## src/rtl/if_pkg.sv

```systemverilog
// Shared definitions for the instruction-fetch slice.
//   PC_STEP       byte distance between sequential instructions
//   DEF_RESET_PC  default first fetch address after reset
//   fq_entry_t    fetch-queue entry layout {inst, pc} at the default widths;
//                 the top packs entries the same way for any ADDR_W/INST_W.
package if_pkg;

  localparam int          PC_STEP      = 4;
  localparam int          DEF_ADDR_W   = 32;
  localparam int          DEF_INST_W   = 32;
  localparam logic [31:0] DEF_RESET_PC = 32'h0000_0000;

  typedef struct packed {
    logic [DEF_INST_W-1:0] inst;
    logic [DEF_ADDR_W-1:0] pc;
  } fq_entry_t;

endpackage

```

## src/rtl/fetch_fifo.sv

```systemverilog
// Synchronous FIFO holding fetched {inst, pc} entries toward decode.
// Ports:
//   clk, rst      clock, synchronous active-high reset
//   flush         drop all entries (takes priority over push/pop)
//   push          write push_data at the tail
//   pop           advance the head (caller guarantees not empty)
//   head_data     current head entry (registered storage, no bypass)
//   count         number of stored entries, 0..DEPTH
//   empty, full   occupancy flags
// DEPTH must be a power of two so the pointers wrap naturally.
module fetch_fifo #(
  parameter  int DEPTH = 4,
  parameter  int WIDTH = 64,
  localparam int PTR_W = $clog2(DEPTH),
  localparam int CNT_W = PTR_W + 1
) (
  input  logic             clk,
  input  logic             rst,
  input  logic             flush,
  input  logic             push,
  input  logic [WIDTH-1:0] push_data,
  input  logic             pop,
  output logic [WIDTH-1:0] head_data,
  output logic [CNT_W-1:0] count,
  output logic             empty,
  output logic             full
);

  localparam logic [CNT_W-1:0] DEPTH_CNT = CNT_W'(DEPTH);

  logic [WIDTH-1:0] mem [DEPTH];
  logic [PTR_W-1:0] rd_ptr;
  logic [PTR_W-1:0] wr_ptr;

  always_ff @(posedge clk) begin
    if (rst || flush) begin
      rd_ptr <= '0;
      wr_ptr <= '0;
      count  <= '0;
    end else begin
      if (push) wr_ptr <= wr_ptr + 1'b1;
      if (pop)  rd_ptr <= rd_ptr + 1'b1;
      case ({push, pop})
        2'b10:   count <= count + 1'b1;
        2'b01:   count <= count - 1'b1;
        default: count <= count;
      endcase
    end
  end

  // Storage carries no reset; only the pointers/count define validity.
  always_ff @(posedge clk) begin
    if (!rst && !flush && push) mem[wr_ptr] <= push_data;
  end

  assign head_data = mem[rd_ptr];
  assign empty     = (count == '0);
  assign full      = (count == DEPTH_CNT);

  assert property (@(posedge clk) disable iff (rst || flush) (pop |-> !empty));

endmodule

```

## src/rtl/fetch_unit.sv

```systemverilog
// Instruction-fetch stage: next-PC select, PC register, synchronous I-mem
// request and a small fetch queue toward decode.
// Ports:
//   clk, rst                   clock, synchronous active-high reset
//   redirect_valid/redirect_pc flush everything and refetch from the target
//                              (target bits [1:0] are ignored)
//   imem_req_valid/addr        read request; memory always accepts
//   imem_rdata                 read data, one cycle after the request
//   id_valid/id_ready          handshake toward decode
//   id_inst, id_pc, id_npc     queue head; id_npc = id_pc + 4, wrapping
//   fq_count                   number of queued entries
// Requests are credit-throttled: a request issues only when the queued
// entries plus the one in flight, less any entry leaving this cycle, leave
// room, so a returning word always has a slot.
module fetch_unit
  import if_pkg::*;
#(
  parameter  int                ADDR_W   = 32,
  parameter  int                INST_W   = 32,
  parameter  logic [ADDR_W-1:0] RESET_PC = ADDR_W'(DEF_RESET_PC),
  parameter  int                FQ_DEPTH = 4,
  localparam int                CNT_W    = $clog2(FQ_DEPTH) + 1
) (
  input  logic              clk,
  input  logic              rst,
  input  logic              redirect_valid,
  input  logic [ADDR_W-1:0] redirect_pc,
  output logic              imem_req_valid,
  output logic [ADDR_W-1:0] imem_req_addr,
  input  logic [INST_W-1:0] imem_rdata,
  output logic              id_valid,
  input  logic              id_ready,
  output logic [INST_W-1:0] id_inst,
  output logic [ADDR_W-1:0] id_pc,
  output logic [ADDR_W-1:0] id_npc,
  output logic [CNT_W-1:0]  fq_count
);

  localparam int                ENTRY_W    = INST_W + ADDR_W;
  localparam logic [CNT_W:0]    DEPTH_LIM  = (CNT_W + 1)'(FQ_DEPTH);
  localparam logic [ADDR_W-1:0] STEP       = ADDR_W'(PC_STEP);
  localparam logic [ADDR_W-1:0] ALIGN_MASK = ~ADDR_W'(3);

  logic [ADDR_W-1:0]  fpc;
  logic               inflight;
  logic [ADDR_W-1:0]  inflight_pc;

  logic               deq;
  logic               issue;
  logic               flush;
  logic               push;
  logic               pop;
  logic [CNT_W:0]     occupancy;
  logic [ENTRY_W-1:0] head;
  logic               fifo_empty;
  logic               fifo_full;

  assign deq = id_valid & id_ready;

  // deq implies at least one queued entry, so this never underflows.
  assign occupancy = {1'b0, fq_count}
                   + {{CNT_W{1'b0}}, inflight}
                   - {{CNT_W{1'b0}}, deq};

  assign issue = !rst && !redirect_valid && (occupancy < DEPTH_LIM);

  // A redirect voids the response in flight and any dequeue this cycle.
  assign flush = rst | redirect_valid;
  assign push  = inflight & ~flush;
  assign pop   = deq & ~flush;

  always_ff @(posedge clk) begin
    if (rst) begin
      fpc         <= RESET_PC;
      inflight    <= 1'b0;
      inflight_pc <= '0;
    end else if (redirect_valid) begin
      fpc      <= redirect_pc & ALIGN_MASK;
      inflight <= 1'b0;
    end else if (issue) begin
      fpc         <= fpc + STEP;
      inflight    <= 1'b1;
      inflight_pc <= fpc;
    end else begin
      inflight <= 1'b0;
    end
  end

  fetch_fifo #(
    .DEPTH (FQ_DEPTH),
    .WIDTH (ENTRY_W)
  ) u_fifo (
    .clk       (clk),
    .rst       (rst),
    .flush     (flush),
    .push      (push),
    .push_data ({imem_rdata, inflight_pc}),
    .pop       (pop),
    .head_data (head),
    .count     (fq_count),
    .empty     (fifo_empty),
    .full      (fifo_full)
  );

  assign imem_req_valid = issue;
  assign imem_req_addr  = fpc;

  assign id_valid = ~fifo_empty;
  assign id_inst  = head[ENTRY_W-1:ADDR_W];
  assign id_pc    = head[ADDR_W-1:0];
  assign id_npc   = id_pc + STEP;

  // The credit rule must keep a returning word from landing on a full queue.
  assert property (@(posedge clk) disable iff (rst) (push |-> (!fifo_full || pop)));

endmodule

```

## config.mk

```make
export PLATFORM = sky130hd
export DESIGN_NAME = fetch_unit
export DESIGN_NICKNAME = d
export VERILOG_FILES = /design/src/rtl/if_pkg.sv /design/src/rtl/fetch_fifo.sv /design/src/rtl/fetch_unit.sv
export SDC_FILE = /design/constraint.sdc
export NUM_CORES = 1
export LEC_CHECK = 0
export CORE_ASPECT_RATIO = 0.5
export CORE_UTILIZATION = 37
export DETAILED_ROUTE_END_ITERATION = 10
export GPL_TIMING_DRIVEN = 0
export PLACE_DENSITY = 0.55
export SYNTH_ARGS = -nofsm -noshare
export SYNTH_HDL_FRONTEND = slang
export SYNTH_SLANG_ARGS = --single-unit
```

## constraint.sdc

```tcl
create_clock -name clk -period 7.1 [get_ports clk]
set_clock_uncertainty 0.1 [all_clocks]
set_input_delay 1.42 -clock clk [delete_from_list [all_inputs] [get_ports clk]]
set_output_delay 1.42 -clock clk [all_outputs]
set_load 0.05 [all_outputs]
```

Word-level counts from Yosys, hierarchy flattened
Memory sizes are Yosys's and may differ from the RTL's. A register that Yosys moved wholly into a read port is not among the register bits.
Cells that the tools add are included.
{ "word_totals": {"reg_bits": 72, "ram_bits": 256, "output_inout_bits": 133, "word_cells": 47, "mem_count": 1} }
{ "classes": {"addsub": 8, "magnitude_cmp": 1, "eq_ne": 2, "n_mux": 8, "bitwise": 7, "n_reduce_logical": 13} }
{ "mem_list": {"columns": ["memory", "depth", "word_bits", "read_ports", "rd_clocked_by_memory_dff", "write_ports", "line", "source"], "rows": [
  ["u_fifo.mem", 4, 64, 1, 1, 1, "fetch_fifo.sv:31", "logic [WIDTH-1:0] mem [DEPTH];"]
]} }
{ "op_table": {"columns": ["operator", "count"], "rows": [
  ["32-bit by 3-bit adder with 32-bit output (second input constant)", 2],
  ["32-bit 2-to-1 mux", 2],
  ["3-bit one-hot mux with 2 select lines", 1],
  ["2-bit by 1-bit adder with 2-bit output (second input constant)", 2],
  ["3-bit by 1-bit adder with 4-bit output", 1],
  ["1-bit logical AND", 4],
  ["4-bit by 3-bit less-than comparator with 1-bit output (second input constant)", 1],
  ["2-bit 2-to-1 mux", 2],
  ["2-bit nonzero test", 2],
  ["4-bit by 1-bit subtractor with 4-bit output", 1],
  ["3-bit by 1-bit adder with 3-bit output (second input constant)", 1],
  ["1-bit bitwise AND", 3],
  ["1-bit zero test", 3],
  ["3-bit zero test", 1],
  ["1-bit 2-to-1 mux", 3],
  ["1-bit NOT", 3],
  ["3-bit by 1-bit subtractor with 3-bit output (second input constant)", 1],
  ["2-bit by 1-bit == test with 1-bit output (second input constant)", 1],
  ["2-bit == test (second input constant)", 1],
  ["2-bit AND reduction", 1],
  ["2-bit OR reduction", 1],
  ["1-bit logical OR", 1],
  ["1-bit OR", 1]
]} }

Longest topological paths before layout
Gate-level depths: netlist of the first run.
{ "logic_depth": {"word_depth": 8, "ltp_mapped": 15, "mapped_depth_nobuf": 13} }

Modules after synthesis
A second synthesis of the first run with hierarchy kept.
{ "unflattened": {"cells_unflattened": 805, "hier_area_um2": 13362.8} }
{ "modules_own_cells": {"columns": ["mod", "n_inst", "cells_each", "area_per_inst_um2", "seq_area_each_um2"], "rows": [
  ["fetch_fifo", 1, 383, 9754.4, 7867.5],
  ["fetch_unit", 1, 422, 3608.5, 1221.2]
]} }

Worst setup path before layout of the first run
OpenSTA, ideal clock, no wires.
{ "synth_path": {"kind": "input to output", "start": "input port id_ready", "end": "output port imem_req_valid", "arrival_time_ns": 3.408, "slack_ns": 2.172, "cell_stages": 11, "path_cell_list": "and2_1 -> ha_1 -> inv_1 -> ha_1 -> and3b_1 -> o41ai_2 -> o31a_1 -> buf_2 -> nand2_1 -> inv_1 -> buf_2"} }
{ "synth_via": {"elab_chain_cells": 4} }
{ "synth_lines": {"columns": ["element", "line", "source"], "rows": [
  ["from (decl)", "fetch_unit.sv:32", "input logic id_ready,"],
  ["1-bit bitwise AND", "fetch_unit.sv:58", "assign deq = id_valid & id_ready;"],
  ["4-bit by 1-bit subtractor with 4-bit output", "fetch_unit.sv:63", "- {{CNT_W{1'b0}}, deq};"],
  ["4-bit by 3-bit less-than comparator with 1-bit output", "fetch_unit.sv:65", "assign issue = !rst && !redirect_valid && (occupancy < DEPTH_LIM);"],
  ["1-bit logical AND", "fetch_unit.sv:65", null],
  ["to (decl)", "fetch_unit.sv:28", "output logic imem_req_valid,"]
]} }
No other way between the ends.

Worst setup path in the final report of the first run
Ends and elaborated chain as after synthesis.

==> results of run 1 <==
[routing by layer]
| layer | global-route usage (%) | vias to the layer above | part of all wire, % |
|---|---|---|---|
| li1 | - | 3549 | - |
| met1 | 22.1 | 3804 | 44 |
| met2 | 29.2 | 125 | 50 |
| met3 | 2.86 | 29 | 4.5 |
| met4 | 3.22 | 0 | 1.3 |
| met5 | 0 | - | 0 |
[state kept, by name, summed over array words and instances, names as in the netlist, named ones only]
name / flops
u_fifo.mem: 248
imem_req_addr: 30
inflight_pc: 30
u_fifo.count: 3
u_fifo.rd_ptr: 2
u_fifo.wr_ptr: 2
inflight: 1
[path summary, 6_finish.rpt]
| check | start | to | slack, ns |
|---|---|---|---|
| setup reg to reg | u_fifo.count[2] | imem_req_addr[28] | 3.63 |
| setup / recovery | id_ready | imem_req_valid | 0.56 |
| hold reg to reg | inflight_pc[20] | inflight_pc[20] | 0.41 |
| hold / removal | inflight_pc[20] | inflight_pc[20] | 0.41 |
[critical path, stage by stage]
cell,delay [ns]
clkdlybuf4s50_1,0.49
and2_1,0.22
ha_1,0.17
inv_1,0.04
ha_1,0.26
and3b_1,0.21
nor4b_2,0.36
o31a_1,0.19
buf_2,0.24
nand2_1,0.16
inv_1,0.16
buf_2,0.26
clkdlybuf4s50_1,0.85
[cell usage after synthesis (all sizes together), types with 7 or more instances]
master  number
nand2       86
nand3       18
xor2        22
or3          7
and3        13
inv         15
nand4       12
edfxtp     248
clkbuf      23
xnor2       34
dfxtp       70
a211oi      22
buf         22
ha          10
a21oi       32
o21ai        7
nor2        51
mux4        62
nor3        15
[cell type report]
class	count	share of cell area, %
plain buffers	45	1.68
clock buffers	40	5.16
clock inverters	16	0.622
inverters	15	0.341
multi-input cells	432	22.8
flip-flops and latches	318	53.6
well taps	465	3.53
repair buffers	195	12.3
[kinds of logic after synthesis]
| group | after synthesis | share of synthesized area, % |
|---|---|---|
| AO/OA/AOI/OAI | 73 | 3.70 |
| multiplexers | 66 | 11.6 |
| buffers and inverters | 60 | 2.59 |
| other | 1 | 0.0291 |
| adder cells (fa/ha/maj) | 11 | 1.12 |
| XOR/XNOR | 56 | 3.80 |
| flip-flops | 318 | 68.5 |
| AND/OR/NAND/NOR | 220 | 8.66 |
[power breakdown]
part | leakage (nW) | total [mW] | switching (mW) | internal (mW)
registers | 3.00 | 2.06 | 0.0331 | 2.02
logic | 2.05 | 0.241 | 0.146 | 0.0947
clock network | 0.475 | 1.55 | 0.677 | 0.876
==> results.md, run 1 <==
* Peak supply drop at 0.000172 V
* Dpl ws at 0.536 ns
* Crit path kind: in -> out
* PD cells at 233 nW/um2
* WL/cell at 19.5 um
* CTS max path bufs at 3
* Die H at 134 um
* ANT nets after route at 0
* Vias in the first global route at 7,800
* Initial core utilization at 38.3%
* Placed cell areas at 15,600 um2
* First drt pass iteration count at 5
* H-tree depth at 1
* Post-DP HPWL at 20,500 um
* Top cells by area, synth: edfxtp_1 58%, dfxtp_1 11%, mux4_2 8.2%, mux4_1 2.8%, nand2_1 2.5%
* Post-Route WL at 29,700 um
* Final core occ at 49.0%
* Max_cap viols at 0
* Antenna Cells at 0
* Initial antenna violation count at 0
* Placed cell count at 1,470
* Fin. Hold Viols at 0
* PortBufs at 191
* Static Leak at 5.53 nW
* Hold depth at 2
* Largest net degree at the start of global routing at 49
* Setup ws final at 0.562 ns
* Total GRT Usage at 16.7%
* Core Footprint at 33,700 um2
* Total CTS buffers at 30
* Global-route wire length before repair at 45,600 um
* Row count at 47
* Largest fanout on the critical path at 10
* #FFs+latches synth at 318
* Final Critical Period at 6.54 ns
* Finished Layout Cells at 1,526
* Total die area at 35,700 um2
* Vias at 7,507
* # fillers at 2,901
* Commonest non-fill, non-tap cell in the layout: edfxtp_1
* Register Area at 8850 um2
* CP endpoint kind: primary output
* GRT overflow at 0
* Vias/cell at 4.92
* Crit share post-route at 92.1%
* Syn_area_per_cell at 16.0 um2
* Area Growth Syn to Fin at 27.9%
* CTS root buf: clkbuf_16
* Later-pin clock latency in the skew report at 0.55 ns
* Post-Synthesis Cells at 805
* Design Power at 3.85 mW
* Synthesized cell area at 12,900 um2
* Req. time, crit path at 5.58 ns
* Final setup viols at 0
* I/O Pins at 201
* # DRC at 0
* Post-Layout Inst Area at 16,500 um2
* Post-CTS setup buffers at 0
* Min Hold Slack at 0.410 ns
* Netlist cell types at 57
* Register area share after synthesis at 68.5%
* Yosys top cell by area: edfxtp_1
* Drt initial violations at 475
* Outcome: completed
* Hold Buf Count CTS at 0
* Fin. max-slew vios at 0
* Worst hold path type: reg -> reg
* Final GP Congestion at 0.796
* Number of synthesized flops with an enable pin at 248
* DIE WIDTH at 266 um
* Max Freq at 0.153 GHz
* WP data arrival at 5.02 ns
* Post-CTS resize count at 0
* Slew @ Worst Pin at 0.737 ns
* RSZ-0062 raised after global routing: no
* Post-synth top area share at 57.7%
* Critical path startpoint category: input port
* Multi-input gate area at 3760 um2
* Most frequent cells in the layout: 248 x edfxtp_1, 191 x clkdlybuf4s50_1, 86 x nand2_1, 70 x dfxtp_1, 50 x nor2_1
* Fin Setup TNS at 0 ns
* TritonCTS clock tree: yes
* CTS sink count at 318
* Layout cells sized above 1 at 13.7%
* Cells on worst reg2reg path at 13
* Rel. slew slack at 50.9%
* Post-synth top flop: edfxtp_1
* Clk pin slew, worst setup/hold paths at 0.06 ns
* Post-synthesis async set-or-reset flop share at 0%
* Nets at 1,116
* YS warnings at 0
Power figures use the tool's default switching activity.
==> run 2: changes to the inputs <==
PLACE_DENSITY = 0.58   (was 0.55)
clock period = 5.4 ns   (was 7.1 ns; I/O delays follow)
==> results.md, run 2 (synthesized netlist as in run 1, its figures left out) <==
* RSZ-0062 raised after global routing: no
* Max Freq at 0.192 GHz
* WP data arrival at 4.02 ns (-1.00 ns)
* Post-Route WL at 29,700 um (-0.16%)
* PD cells at 307 nW/um2 (+31%)
* Fin Setup TNS at 0 ns (unchanged)
* Later-pin clock latency in the skew report at 0.55 ns (about the same)
* Crit-path cells: clkdlybuf4s50_1, and2_1, ha_1, inv_1, ha_1, and3b_1, o41ai_4, o31a_1, buf_2, nand2_1, inv_1, clkbuf_4, buf_4
* Outcome: completed
* Static Leak at 5.51 nW (-0.29%)
* Fin. Hold Viols at 0 (unchanged)
* Initial antenna violation count at 0 (unchanged)
* Final Critical Period at 5.20 ns
* TritonCTS clock tree: yes
* Critical path's slowest cell: clkdlybuf4s50_1
* Max_cap viols at 0 (unchanged)
* Total GRT Usage at 16.7% (+0.020 points)
* Largest fanout on the critical path at 10 (unchanged)
* Multi-input gate area at 3780 um2 (+0.53%)
* Row count at 47 (unchanged)
* Critical path startpoint category: input port
* Core Footprint at 33,700 um2 (unchanged)
* Final GP Congestion at 0.795 (-0.20%)
* Slew @ Worst Pin at 0.704 ns (-0.0324 ns)
* DIE WIDTH at 266 um (unchanged)
* Biggest register: u_fifo.mem
* H-tree depth at 1 (unchanged)
* Antenna Cells at 0 (unchanged)
* Hold depth at 0 (-2)
* Layout cells sized above 1 at 13.4% (-0.26 points)
* Peak supply drop at 0.000256 V (+49%)
* Final core occ at 49.0% (about the same)
* Worst path max stage delay at 0.47 ns (-0.38 ns)
* CTS max path bufs at 3 (unchanged)
* Worst Hold End: u_fifo.mem[2][21]
* GRT overflow at 0 (unchanged)
* PortBufs at 191 (unchanged)
* CTS root buf: clkbuf_16
* Commonest non-fill, non-tap cell in the layout: edfxtp_1
* First drt pass iteration count at 5 (unchanged)
* Total CTS buffers at 29 (-3.3%)
* Largest net degree at the start of global routing at 52 (+6.1%)
* Total die area at 35,700 um2 (unchanged)
* Vias in the first global route at 7,705 (-1.2%)
* Vias/cell at 4.95 (+0.69%)
* Launching point of the worst reg2reg path: u_fifo.count[2]
* WL/cell at 19.5 um (about the same)
* CP endpoint kind: primary output
* Crit share post-route at 96.2%
* Clk pin slew, worst setup/hold paths at 0.07 ns (about the same)
* Fin. max-slew vios at 0 (unchanged)
* Die H at 134 um (unchanged)
* Final setup viols at 0 (unchanged)
* # DRC at 0 (unchanged)
* Vias at 7,549 (+0.56%)
* Hold Startpoint: inflight_pc[21]
* Drt initial violations at 471 (-0.84%)
* Req. time, crit path at 4.22 ns (-1.36 ns)
* Area Growth Syn to Fin at 27.8% (about the same)
* Global-route wire length before repair at 45,500 um (-0.21%)
* Min Hold Slack at 0.407 ns (-0.00321 ns)
* ANT nets after route at 0 (unchanged)
* Capture point of the worst reg-to-reg path: imem_req_addr[14]
* Post-Layout Inst Area at 16,500 um2 (about the same)
* Largest register FFs at 248 (unchanged)
* Placed cell count at 1,470 (unchanged)
* Cells on worst reg2reg path at 13 (unchanged)
* Placed cell areas at 15,500 um2 (about the same)
* Register Area at 8850 um2 (unchanged)
* Hold Buf Count CTS at 0 (unchanged)
* Finished Layout Cells at 1,524 (-0.13%)
* I/O Pins at 201 (unchanged)
* Reg2Reg Setup Slack at 1.86 ns (-1.77 ns)
* Rel. slew slack at 53.0% (+2.2 points)
* # fillers at 2,888 (-0.45%)
* Nets at 1,115 (-0.090%)
* Initial core utilization at 38.3% (unchanged)
* CTS sink count at 318 (unchanged)
* Post-DP HPWL at 20,500 um (+0.18%)
* Worst hold path type: reg -> reg
* Crit path kind: in -> out
* Most frequent cells in the layout: 248 x edfxtp_1, 190 x clkdlybuf4s50_1, 86 x nand2_1, 70 x dfxtp_1, 50 x nor2_1
-- run 2: cell types whose count changed in the layout (fill, tap and decap cells not counted), moves of 2 or more --
| cell | previous run | this run |
|---|---|---|
| clkbuf_1 | 26 | 29 |
| inv_1 | 15 | 17 |
| inv_6 | 0 | 2 |
| clkinv_2 | 10 | 3 |
| clkbuf_16 | 32 | 30 |
| clkinv_1 | 4 | 1 |
-- run 2: per-stage QoR --
step / total power [mW] / setup slack (ns)
2_1_floorplan: 2.92 / 0.839
3_3_place_gp: 3.07 / -0.431
3_5_place_dp: 3.08 / -0.497
4_1_cts: 5.10 / 0.0515
5_1_grt: 5.23 / 0.0296
6_report: 5.06 / 0.204
-- run 2: repair_timing --
item / in CTS / in global routing
resized for setup: 5 / 5
hold endpoints to repair: 0 / 0
setup buffers: 0 / 0
setup endpoints to repair: 1 / 1
-- run 2: worst max-delay path, delay by kind of cell --
kind	cells	cell delay, ns
buffers and inverters	6	1.35
AND/OR/NAND/NOR	3	0.64
AO/OA/AOI/OAI	2	0.50
adder cells (fa/ha/maj)	2	0.45
-- run 2: worst max-delay path by stage --
stage / start / endpoint / slack [ns]
final: id_ready / imem_req_valid / 0.20
after detailed placement: id_ready / imem_req_valid / -0.50
after floorplan: u_fifo.count[1] / imem_req_valid / 0.84
after global placement: id_ready / imem_req_valid / -0.43
after CTS: id_ready / imem_req_valid / 0.05
after global routing: id_ready / imem_req_valid / 0.03
-- run 2: layout make-up --
class	instances	share of cell area, %
Clock buffer	41	4.92
Tap cell	465	3.53
Sequential cell	318	53.6
Buffer	45	1.70
Multi-Input combinational cell	432	22.9
Clock inverter	13	0.773
Timing Repair Buffer	195	12.2
Inverter	15	0.341
-- run 2: per-layer routing --
metal  routed length, um  track usage [%]  up-vias
met5                   0                0        -
met4                 534             3.70        0
met3                1170             2.79       36
met2               15100             29.2      147
met1               12900             22.0     3826
li1                    -                -     3540
-- run 2: where the power goes --
part           total [mW]  leakage, nW  internal, mW  switching [mW]
registers            2.70         3.00          2.66          0.0434
logic               0.318         2.05         0.124           0.194
clock network        2.04        0.460          1.15           0.891
==> run 3: changes to the inputs <==
CORE_ASPECT_RATIO = 1.75   (was 0.5)
CORE_UTILIZATION = 49   (was 37)
PLACE_DENSITY = 0.74   (was 0.58)
SETUP_SLACK_MARGIN = 0.02   (was unset)
==> results.md, run 3 (synthesized netlist as in run 1, its figures left out) <==
* Cells on worst reg2reg path at 13 (unchanged)
* CTS max path bufs at 3 (unchanged)
* DIE WIDTH at 125 um (-53%)
* Commonest non-fill, non-tap cell in the layout: edfxtp_1
* Max Freq at 0.193 GHz (+0.14%)
* Post-Layout Inst Area at 16,300 um2 (-1.2%)
* Switching part of the total at 21.8% (-0.53 points)
* First drt pass iteration count at 4 (-1)
* Initial antenna violation count at 0 (unchanged)
* Hold Buf Count CTS at 0 (unchanged)
* Fin Setup TNS at 0 ns (unchanged)
* Req. time, crit path at 4.22 ns (about the same)
* Crit share post-route at 96.1% (-0.13 points)
* Peak supply drop at 0.000202 V (-21%)
* CTS root buf: clkbuf_16
* WL/cell at 20.1 um (+3.4%)
* Final GP Congestion at 0.885 (+11%)
* Combinational share of power at 6.3% (about the same)
* Vias in the first global route at 7,633 (-0.93%)
* Register share of total power at 53.5% (about the same)
* Capture point of the worst reg-to-reg path: imem_req_addr[22]
* Post-Route WL at 27,700 um (-6.8%)
* Slew @ Worst Pin at 1.03 ns (+0.327 ns)
* Finished Layout Cells at 1,374 (-9.8%)
* Fin. max-slew vios at 0 (unchanged)
* Clk pin slew, worst setup/hold paths at 0.06 ns (about the same)
* Antenna Cells at 0 (unchanged)
* RSZ-0062 raised after global routing: no
* Worst setup path endpoint: imem_req_valid
* Vias/cell at 5.51 (+11%)
* Switching power at 1.10 mW (-2.8%)
* Initial core utilization at 49.9% (+12 points)
* TritonCTS clock tree: yes
* Beginning of the critical path: id_ready
* Internal power at 3.94 mW (+0.25%)
* Largest net degree at the start of global routing at 53 (+1.9%)
* Rel. slew slack at 30.2% (-23 points)
* # DRC at 0 (unchanged)
* Biggest register: u_fifo.mem
* Min Hold Slack at 0.398 ns (-0.00906 ns)
* Later-pin clock latency in the skew report at 0.55 ns (about the same)
* Outcome: completed
* Total CTS buffers at 27 (-6.9%)
* CP endpoint kind: primary output
* Max_cap viols at 0 (unchanged)
* Static Leak at 5.51 nW (about the same)
* Vias at 7,565 (+0.21%)
* Clk network pwr share at 40.2% (about the same)
* Total die area at 27,000 um2 (-24%)
* Worst hold path type: reg -> reg
* Area Growth Syn to Fin at 26.3%
* ANT nets after route at 0 (unchanged)
* H-tree depth at 1 (unchanged)
* Critical path startpoint category: input port
* GRT overflow at 0 (unchanged)
* Global-route wire length before repair at 42,300 um (-6.9%)
* # fillers at 1,895 (-34%)
* PortBufs at 191 (unchanged)
* PD cells at 309 nW/um2 (+0.81%)
* Nets at 1,113 (-0.18%)
* Post-CTS setup buffers at 0 (unchanged)
* Die H at 217 um (+62%)
* Launching point of the worst reg2reg path: u_fifo.count[2]
* Drt initial violations at 412 (-13%)
* Placed cell areas at 15,400 um2 (-1.2%)
* Final Critical Period at 5.19 ns (-0.00704 ns)
* Most frequent cells in the layout: 248 x edfxtp_1, 190 x clkdlybuf4s50_1, 86 x nand2_1, 70 x dfxtp_1, 50 x nor2_1
* Final setup viols at 0 (unchanged)
* Reg2Reg Setup Slack at 1.60 ns (-0.26 ns)
* I/O Pins at 201 (unchanged)
* CTS sink count at 318 (unchanged)
* Placed cell count at 1,325 (-9.9%)
* Core Footprint at 25,900 um2 (-23%)
* WP data arrival at 4.01 ns (about the same)
* Largest register FFs at 248 (unchanged)
* Post-DP HPWL at 19,500 um (-4.9%)
* Layout cells sized above 1 at 13.8% (+0.35 points)
* Total GRT Usage at 20.5% (+3.8 points)
* Largest fanout on the critical path at 10 (unchanged)
* Row count at 78 (+66%)
* Crit path kind: in -> out
* Fin. Hold Viols at 0 (unchanged)
[run 3: cell types whose count changed in the layout (fill, tap and decap cells not counted), moves of 2 or more]
cell / previous run / this run
clkbuf_1: 29 / 21
inv_4: 0 / 3
clkinv_1: 1 / 3
clkinv_2: 3 / 5
clkinvlp_4: 2 / 0
inv_1: 17 / 15
[run 3: what timing repair did]
item | CTS | global route
hold endpoints to repair | 0 | 0
endpoints found under the setup margin | 1 | 1
resized for setup | 3 | 5
[run 3: area by class of cell]
cell class / instances / area (um2) / share of cell area [%]
buffer: 45 / 278 / 1.70
timing repair buffer: 195 / 2000 / 12.3
inverter: 15 / 56.3 / 0.345
clock buffer: 33 / 771 / 4.73
sequential: 318 / 8850 / 54.3
clock inverter: 16 / 159 / 0.975
tap: 320 / 400 / 2.46
multi-input combinational: 432 / 3780 / 23.2
[run 3: how the worst min path moves through the flow]
stage	start	to	slack (ns)	cells after the start
after CTS	inflight_pc[16]	inflight_pc[16]	0.40	2
final	inflight_pc[16]	inflight_pc[16]	0.40	2
after floorplan	inflight_pc[10]	u_fifo.mem[0][10]	0.36	0
after global routing	inflight_pc[16]	inflight_pc[16]	0.41	2
after global placement	inflight_pc[22]	u_fifo.mem[1][22]	0.37	0
after detailed placement	inflight_pc[16]	inflight_pc[16]	0.39	2
[run 3: power groups by stage]
stage / logic, mW / registers (mW) / clock network, mW
floorplan: 0.128 / 2.79 / 0
global placement: 0.312 / 2.75 / 0
detailed placement: 0.318 / 2.75 / 0
CTS: 0.320 / 2.70 / 2.06
global route: 0.335 / 2.70 / 2.14
finish: 0.318 / 2.70 / 2.02
[run 3: routing by layer]
| metal | vias to the layer above | global-route usage [%] | routed length (um) | share of wire (%) |
|---|---|---|---|---|
| met1 | 3734 | 22.1 | 9900 | 36 |
| met3 | 59 | 2.79 | 1220 | 4.4 |
| met2 | 230 | 38.7 | 15200 | 55 |
| met5 | - | 0 | 0 | 0 |
| met4 | 0 | 10.5 | 1320 | 4.8 |
| li1 | 3542 | - | - | - |
[run 3: stage by stage]
stage / util, % / power, mW / setup WS (ns)
finish: 63.0 / 5.04 / 0.211
global route: 63.0 / 5.18 / 0.0273
CTS: 63.0 / 5.08 / 0.0264
detailed placement: 59.4 / 3.07 / -0.391
global placement: 58.9 / 3.06 / -0.366
floorplan: - / 2.92 / 0.839
[run 3: worst max-delay path, stage by stage]
cell	delay [ns]
clkdlybuf4s50_1	0.48
and2_1	0.19
ha_1	0.16
inv_1	0.04
ha_1	0.26
and3b_1	0.23
o41ai_4	0.30
o31a_1	0.19
buf_2	0.24
nand2_1	0.16
inv_1	0.16
buf_2	0.23
clkbuf_4	0.27
